--- src/rtl/adv7393_pixel_serializer_if.sv ---
// AXI-Stream word input carrying packed pixels into the ADV7393 serializer.
interface adv7393_pixel_serializer_if #(
  parameter int DWIDTH = 128
);
  logic [DWIDTH-1:0] tdata;
  logic              tvalid;
  logic              tready;

  modport master (output tdata, output tvalid, input tready);
  modport slave  (input tdata, input tvalid, output tready);
endinterface

--- src/rtl/adv7393_pixel_serializer.sv ---
// Word FIFO plus per-component serializer feeding the ADV7393 pixel bus.
// Each active-video cycle emits one Y or CbCr component, pixel 0 of a word first.
module adv7393_pixel_serializer #(
  parameter int                DWIDTH     = 128,
  parameter int                PIXEL_W    = 32,
  parameter int                COMP_W     = 8,
  parameter int                OUT_DWIDTH = 10,
  parameter int                FIFO_DEPTH = 16,
  parameter int                REVERSE    = 0,
  parameter int                Y_FIRST    = 0,
  parameter logic [COMP_W-1:0] BLANK_Y    = '0,
  parameter logic [COMP_W-1:0] BLANK_C    = '0
) (
  input  logic                          clk,
  input  logic                          rst,
  adv7393_pixel_serializer_if.slave     s_axis,
  input  logic                          act,
  input  logic                          flush,
  input  logic                          clr_underflow,
  output logic [OUT_DWIDTH-1:0]         dout,
  output logic                          dout_valid,
  output logic                          underflow,
  output logic [$clog2(FIFO_DEPTH):0]   level
);

  localparam int PPW    = DWIDTH / PIXEL_W;
  localparam int AW     = $clog2(FIFO_DEPTH);
  localparam int PIX_S  = 2 * COMP_W;
  localparam int WORD_S = PIX_S * PPW;
  localparam int IW     = (PPW > 1) ? $clog2(PPW) : 1;

  logic [WORD_S-1:0] mem [FIFO_DEPTH];
  logic [AW-1:0]     wr_ptr, rd_ptr;
  logic [AW:0]       count;
  logic [WORD_S-1:0] word_q, src;
  logic [IW-1:0]     idx;
  logic              phase, loaded;
  logic              empty, full, wr_en, pop, uf_set, have_word, last;
  logic [PIX_S-1:0]  pix;
  logic [COMP_W-1:0] comp;

  // Only the top 2*COMP_W bits of each slot ({Y, CbCr}) are kept.
  function automatic logic [WORD_S-1:0] pack_word(input logic [DWIDTH-1:0] d);
    logic [WORD_S-1:0] w;
    w = '0;
    for (int i = 0; i < PPW; i++)
      w[i*PIX_S +: PIX_S] = d[i*PIXEL_W + PIXEL_W - 1 -: PIX_S];
    return w;
  endfunction

  // Reversal acts on the component bits inside their left-aligned field.
  function automatic logic [OUT_DWIDTH-1:0] fmt(input logic [COMP_W-1:0] c);
    logic [COMP_W-1:0] r;
    for (int i = 0; i < COMP_W; i++)
      r[i] = (REVERSE != 0) ? c[COMP_W-1-i] : c[i];
    return OUT_DWIDTH'(r) << (OUT_DWIDTH - COMP_W);
  endfunction

  function automatic logic [COMP_W-1:0] blank_comp(input logic ph);
    return (ph ^ (Y_FIRST != 0)) ? BLANK_Y : BLANK_C;
  endfunction

  assign empty         = (count == '0);
  assign full          = count[AW];
  assign s_axis.tready = !rst && !full && !flush;
  assign wr_en         = s_axis.tvalid && s_axis.tready;
  assign have_word     = loaded || !empty;
  assign pop           = act && !flush && !loaded && !empty;
  assign uf_set        = act && !flush && !have_word;
  assign last          = phase && (idx == IW'(PPW - 1));
  assign src           = loaded ? word_q : mem[rd_ptr];
  assign level         = count;

  always_comb begin
    pix  = src[int'(idx)*PIX_S +: PIX_S];
    comp = (phase ^ (Y_FIRST != 0)) ? pix[PIX_S-1 -: COMP_W] : pix[COMP_W-1:0];
  end

  always_ff @(posedge clk) begin
    if (wr_en)
      mem[wr_ptr] <= pack_word(s_axis.tdata);
  end

  always_ff @(posedge clk or posedge rst) begin
    if (rst) begin
      wr_ptr     <= '0;
      rd_ptr     <= '0;
      count      <= '0;
      word_q     <= '0;
      idx        <= '0;
      phase      <= 1'b0;
      loaded     <= 1'b0;
      dout       <= '0;
      dout_valid <= 1'b0;
      underflow  <= 1'b0;
    end else begin
      dout_valid <= act;
      if (uf_set)
        underflow <= 1'b1;
      else if (clr_underflow)
        underflow <= 1'b0;

      if (flush) begin
        wr_ptr <= '0;
        rd_ptr <= '0;
        count  <= '0;
        loaded <= 1'b0;
        idx    <= '0;
        phase  <= 1'b0;
        dout   <= fmt(blank_comp(1'b0));
      end else begin
        if (wr_en)
          wr_ptr <= wr_ptr + AW'(1);
        if (pop)
          rd_ptr <= rd_ptr + AW'(1);
        if (wr_en && !pop)
          count <= count + (AW+1)'(1);
        else if (pop && !wr_en)
          count <= count - (AW+1)'(1);

        if (!act) begin
          // Leaving active video drops any partly sent word; queued words stay.
          dout   <= fmt(blank_comp(1'b0));
          idx    <= '0;
          phase  <= 1'b0;
          loaded <= 1'b0;
        end else if (have_word) begin
          dout <= fmt(comp);
          if (!loaded)
            word_q <= src;
          phase <= !phase;
          if (phase) begin
            if (last) begin
              idx    <= '0;
              loaded <= 1'b0;
            end else begin
              idx    <= idx + IW'(1);
              loaded <= 1'b1;
            end
          end else begin
            loaded <= 1'b1;
          end
        end else begin
          dout <= fmt(blank_comp(phase));
        end
      end
    end
  end

endmodule

--- src/flat_wrapper.sv ---
// flat-port wrapper written by rule: the top's interface ports become plain ports
module adv7393_pixel_serializer_flat 
#(
  parameter int                DWIDTH     = 128,
  parameter int                PIXEL_W    = 32,
  parameter int                COMP_W     = 8,
  parameter int                OUT_DWIDTH = 10,
  parameter int                FIFO_DEPTH = 16,
  parameter int                REVERSE    = 0,
  parameter int                Y_FIRST    = 0,
  parameter logic [COMP_W-1:0] BLANK_Y    = '0,
  parameter logic [COMP_W-1:0] BLANK_C    = '0
)
  (clk, rst, act, flush, clr_underflow, dout, dout_valid, underflow, level, s_axis_tdata, s_axis_tvalid, s_axis_tready);
  adv7393_pixel_serializer_if #(.DWIDTH(DWIDTH)) s_axis_i ();
  input  logic clk;
  input  logic rst;
  input  logic act;
  input  logic flush;
  input  logic clr_underflow;
  output logic [OUT_DWIDTH-1:0] dout;
  output logic dout_valid;
  output logic underflow;
  output logic [$clog2(FIFO_DEPTH):0] level;
  input wire logic [$bits(s_axis_i.tdata)-1:0] s_axis_tdata;
  input wire logic [$bits(s_axis_i.tvalid)-1:0] s_axis_tvalid;
  output wire logic [$bits(s_axis_i.tready)-1:0] s_axis_tready;
  assign s_axis_i.tdata = s_axis_tdata;
  assign s_axis_i.tvalid = s_axis_tvalid;
  assign s_axis_tready = s_axis_i.tready;
  adv7393_pixel_serializer #(.DWIDTH(DWIDTH), .PIXEL_W(PIXEL_W), .COMP_W(COMP_W), .OUT_DWIDTH(OUT_DWIDTH), .FIFO_DEPTH(FIFO_DEPTH), .REVERSE(REVERSE), .Y_FIRST(Y_FIRST), .BLANK_Y(BLANK_Y), .BLANK_C(BLANK_C)) u_core (.clk(clk), .rst(rst), .s_axis(s_axis_i), .act(act), .flush(flush), .clr_underflow(clr_underflow), .dout(dout), .dout_valid(dout_valid), .underflow(underflow), .level(level));
endmodule
--- config.mk ---
export PLATFORM = sky130hd
export DESIGN_NAME = adv7393_pixel_serializer_flat
export DESIGN_NICKNAME = d
export VERILOG_FILES = /design/src/rtl/adv7393_pixel_serializer_if.sv /design/src/rtl/adv7393_pixel_serializer.sv /design/src/flat_wrapper.sv
export SDC_FILE = /design/constraint.sdc
export NUM_CORES = 1
export LEC_CHECK = 0
export CAP_MARGIN = 20
export CELL_PAD_IN_SITES_DETAIL_PLACEMENT = 0
export CELL_PAD_IN_SITES_GLOBAL_PLACEMENT = 2
export CORE_UTILIZATION = 40
export DETAILED_ROUTE_END_ITERATION = 6
export PLACE_DENSITY_LB_ADDON = 0.1
export SLEW_MARGIN = 20
export SYNTH_ARGS = -nofsm -noshare
export SYNTH_HDL_FRONTEND = slang
export SYNTH_SLANG_ARGS = --single-unit
export TNS_END_PERCENT = 5
--- constraint.sdc ---
create_clock -name clk -period 17.9 [get_ports clk]
set_input_delay 3.58 -clock clk [delete_from_list [all_inputs] [get_ports clk]]
set_output_delay 3.58 -clock clk [all_outputs]
set_load 0.005 [all_outputs]
==> flow_summary.yaml <==
clocking:
  root_buffer: "clkbuf_16"
  clk_pin_slew_worst_paths_ps: 60
  postCtsSetupRepairBufs: 0
  cts_resized: 0
  cts_max_level: 3
  cts_tree: "done"
  clockBufferDepth: 3
  clk-insertion-delay-late_ps: 700
  numCtsBuffers: 118
  hold_buffers: 0
  cts.sinks: 1115
setup_path:
  r2r-end: "u_core.dout[4]"
  critical_path_class: "input pin to primary output"
  crit-reg2reg-launch: "u_core.rd_ptr[0]"
  end_kind: "primary output"
  worst_ep_required_time_ps: 14320
  start_kind: "input pin"
  worstPathArrival_ps: 5290
  critPathMaxFanout: 14
  reg2reg_slack_ps: 13410
  worstRegToRegCells: 8
place:
  gp_congestion: 0.758
  port_buffers: 85
  place_hpwl_um: 61600
timing:
  setup_tns_ps: 0
  tightestPinTransition_ps: 1030
  rsz0062_at_grt: "false"
  period_share_pct: 49.6
  setup_viol: 0
  slew_violations: 0
  hold_viol: 0
  slew_headroom_pct: 31.1
  fmax_mhz: 113
  period_needed_ps: 8870
  skew_ps: 17.8
cells_and_area:
  area_growth_pct: 14.3
  layout-drive-gt1-share_pct: 21.8
  layout.nets: 2472
  post-route-util_pct: 46.1
detailed_routing:
  drt_iter0_markers: 1928
  totalWireLength_um: 115000
  viasPerCell: 5.63
  dr.pass1.iters: 5
  drtAntennaViolNets: 0
  wl_per_cell_um: 29.9
  vias: 21600
  drcViolationCount: 0
die:
  initial_utilization_pct: 40.3
  die_w_um: 333
  coreArea_sq_mm: 0.109
  die_h_um: 333
  io_pins: 152
  dieArea_sq_mm: 0.111
  rows: 121
global_route:
  overflow: 0
  antenna_found_initial: 6
  met1_usage_pct: 29.9
  grt_pass1_wl_um: 165000
  grt_max_degree: 110
  grt_pass1_vias: 22500
  grt_use_met2_pct: 33.3
  grtUsageTotal_pct: 20.9
  grt_busiest_layer: "met2"
  met3_usage_pct: 3.40
logic_synthesis:
  yosysWarnings: 0
  synth_cells: 2191
  synth_cell_types: 66
  ys_seq_elements: 1115
  ys_seq_area_share_pct: 75.3
  synthesis.area_sq_mm: 0.0439
  syn_avg_cell_area_sq_um: 20.0
  synth-edff-count: 1024
  ys.flop_type: "edfxtp_1"
  async_reset_ff_share_pct: 8.16
min_path:
  hold_start: "u_core.word_q[36]"
  hold_end: "u_core.word_q[36]"
  worstHoldPathType: "flop to flop"
  hold_depth: 2
job:
  drv_cap: 0
pwr:
  leakage_nw: 16.0
  ir_drop_v: 0.0000835
  power_density_mw_per_mm2: 123
outcome:
  outcome: "complete, no violations"
-- through the flow --
step | worst slack (ps) | area [sq um] | instances | total power (W) | hold WS (ps)
floorplan | 7060 | 43900 | 2192 | 0.00360 | 438
global placement | 9020 | 46300 | 3621 | 0.00383 | 455
detailed placement | 8980 | 46300 | 3621 | 0.00384 | 459
CTS | 8970 | 50100 | 3841 | 0.00626 | 472
global route | 8890 | 50100 | 3842 | 0.00643 | 495
finish | 9030 | 50100 | 3843 | 0.00618 | 471
-- worst max path at each step --
stage | startpoint | end | slack, ps | depth (start not counted)
final | flush | s_axis_tready | 9030 | 3
after global routing | flush | s_axis_tready | 8890 | 3
after CTS | flush | s_axis_tready | 8970 | 3
after detailed placement | flush | s_axis_tready | 8980 | 3
after global placement | flush | s_axis_tready | 9020 | 3
after floorplan | flush | u_core.mem[0][0] | 7060 | 3
-- flip-flops by register name (all words and copies together), names as in the netlist --
register           count
u_core.dout            8
u_core.dout_valid      1
u_core.idx             2
u_core.level           5
u_core.loaded          1
u_core.mem          1024
u_core.phase           1
u_core.rd_ptr          4
u_core.underflow       1
u_core.word_q         64
u_core.wr_ptr          4
-- critical path, cell delays in order --
cell	delay [ps]
clkdlybuf4s50_1	710
nor3_1	430
clkdlybuf4s50_1	570
-- routing by layer --
| layer | wire, um | vias to the layer above |
|---|---|---|
| li1 | - | 9256 |
| met1 | 51500 | 11700 |
| met2 | 54900 | 560 |
| met3 | 5880 | 144 |
| met4 | 2450 | 6 |
| met5 | 44 | - |
-- cells in the final DEF, fill, tap and decap left out, types with 14 or more instances in the layout --
cell,count
a21oi_1,29
mux2_2,23
nand3_1,18
clkinv_2,20
nor2_1,53
clkdlybuf4s50_1,85
mux2i_1,99
o21ai_0,53
buf_4,55
clkbuf_16,122
nor3_1,16
clkbuf_1,36
clkinv_1,18
nand2_1,172
a22oi_1,23
edfxtp_1,1024
mux4_2,245
inv_1,14
dfrtp_1,86
-- cell usage after synthesis, types with 6 or more instances --
library cell	n	share of area, %
a21oi_1	29	0.33
o21ai_0	53	0.60
mux4_2	245	13
edfxtp_1	1024	70
buf_1	18	0.15
o22ai_1	10	0.14
nor2_1	58	0.50
a22o_1	13	0.26
nand2b_1	7	0.10
a22oi_1	23	0.39
nor3_1	20	0.23
xnor2_1	8	0.16
ha_1	10	0.29
and3_1	8	0.11
mux2_2	23	0.59
a221oi_1	12	0.24
nand3_1	18	0.21
nand2_1	172	1.5
buf_2	25	0.29
inv_1	16	0.14
dfrtp_1	91	5.2
buf_6	21	0.54
buf_4	10	0.17
a211oi_1	11	0.19
o22a_1	7	0.14
mux2i_1	99	2.3
clkbuf_1	48	0.41
a221o_1	11	0.25
a21o_1	6	0.10
-- cell families after synthesis --
kind of cell    Yosys count  synth area share (%)
other cells               1               0.00855
simple gates            312                  3.07
compound gates          232                  3.75
flops                  1115                  75.3
buf+inv                 144                  1.95
mux                     367                  15.4
fa+ha+maj                11                 0.331
xor+xnor                  9                 0.180
-- cell type report --
class                   count  area (sq um)
diodes                      2          5.00
clock buffers             164          3270
clock inverters            56           562
fillers                  9180         58700
inverters                  16          65.1
multi-input cells         933         10100
flip-flops and latches   1115         33000
well taps                1414          1770
repair buffers            143          1320
-- where the power goes --
part	switching (W)	internal [W]
clock	0.000987	0.00143
combinational	0.000409	0.000350
sequential	0.0000733	0.00294
total	0.00147	0.00471
(Power assumes the default switching activity.)
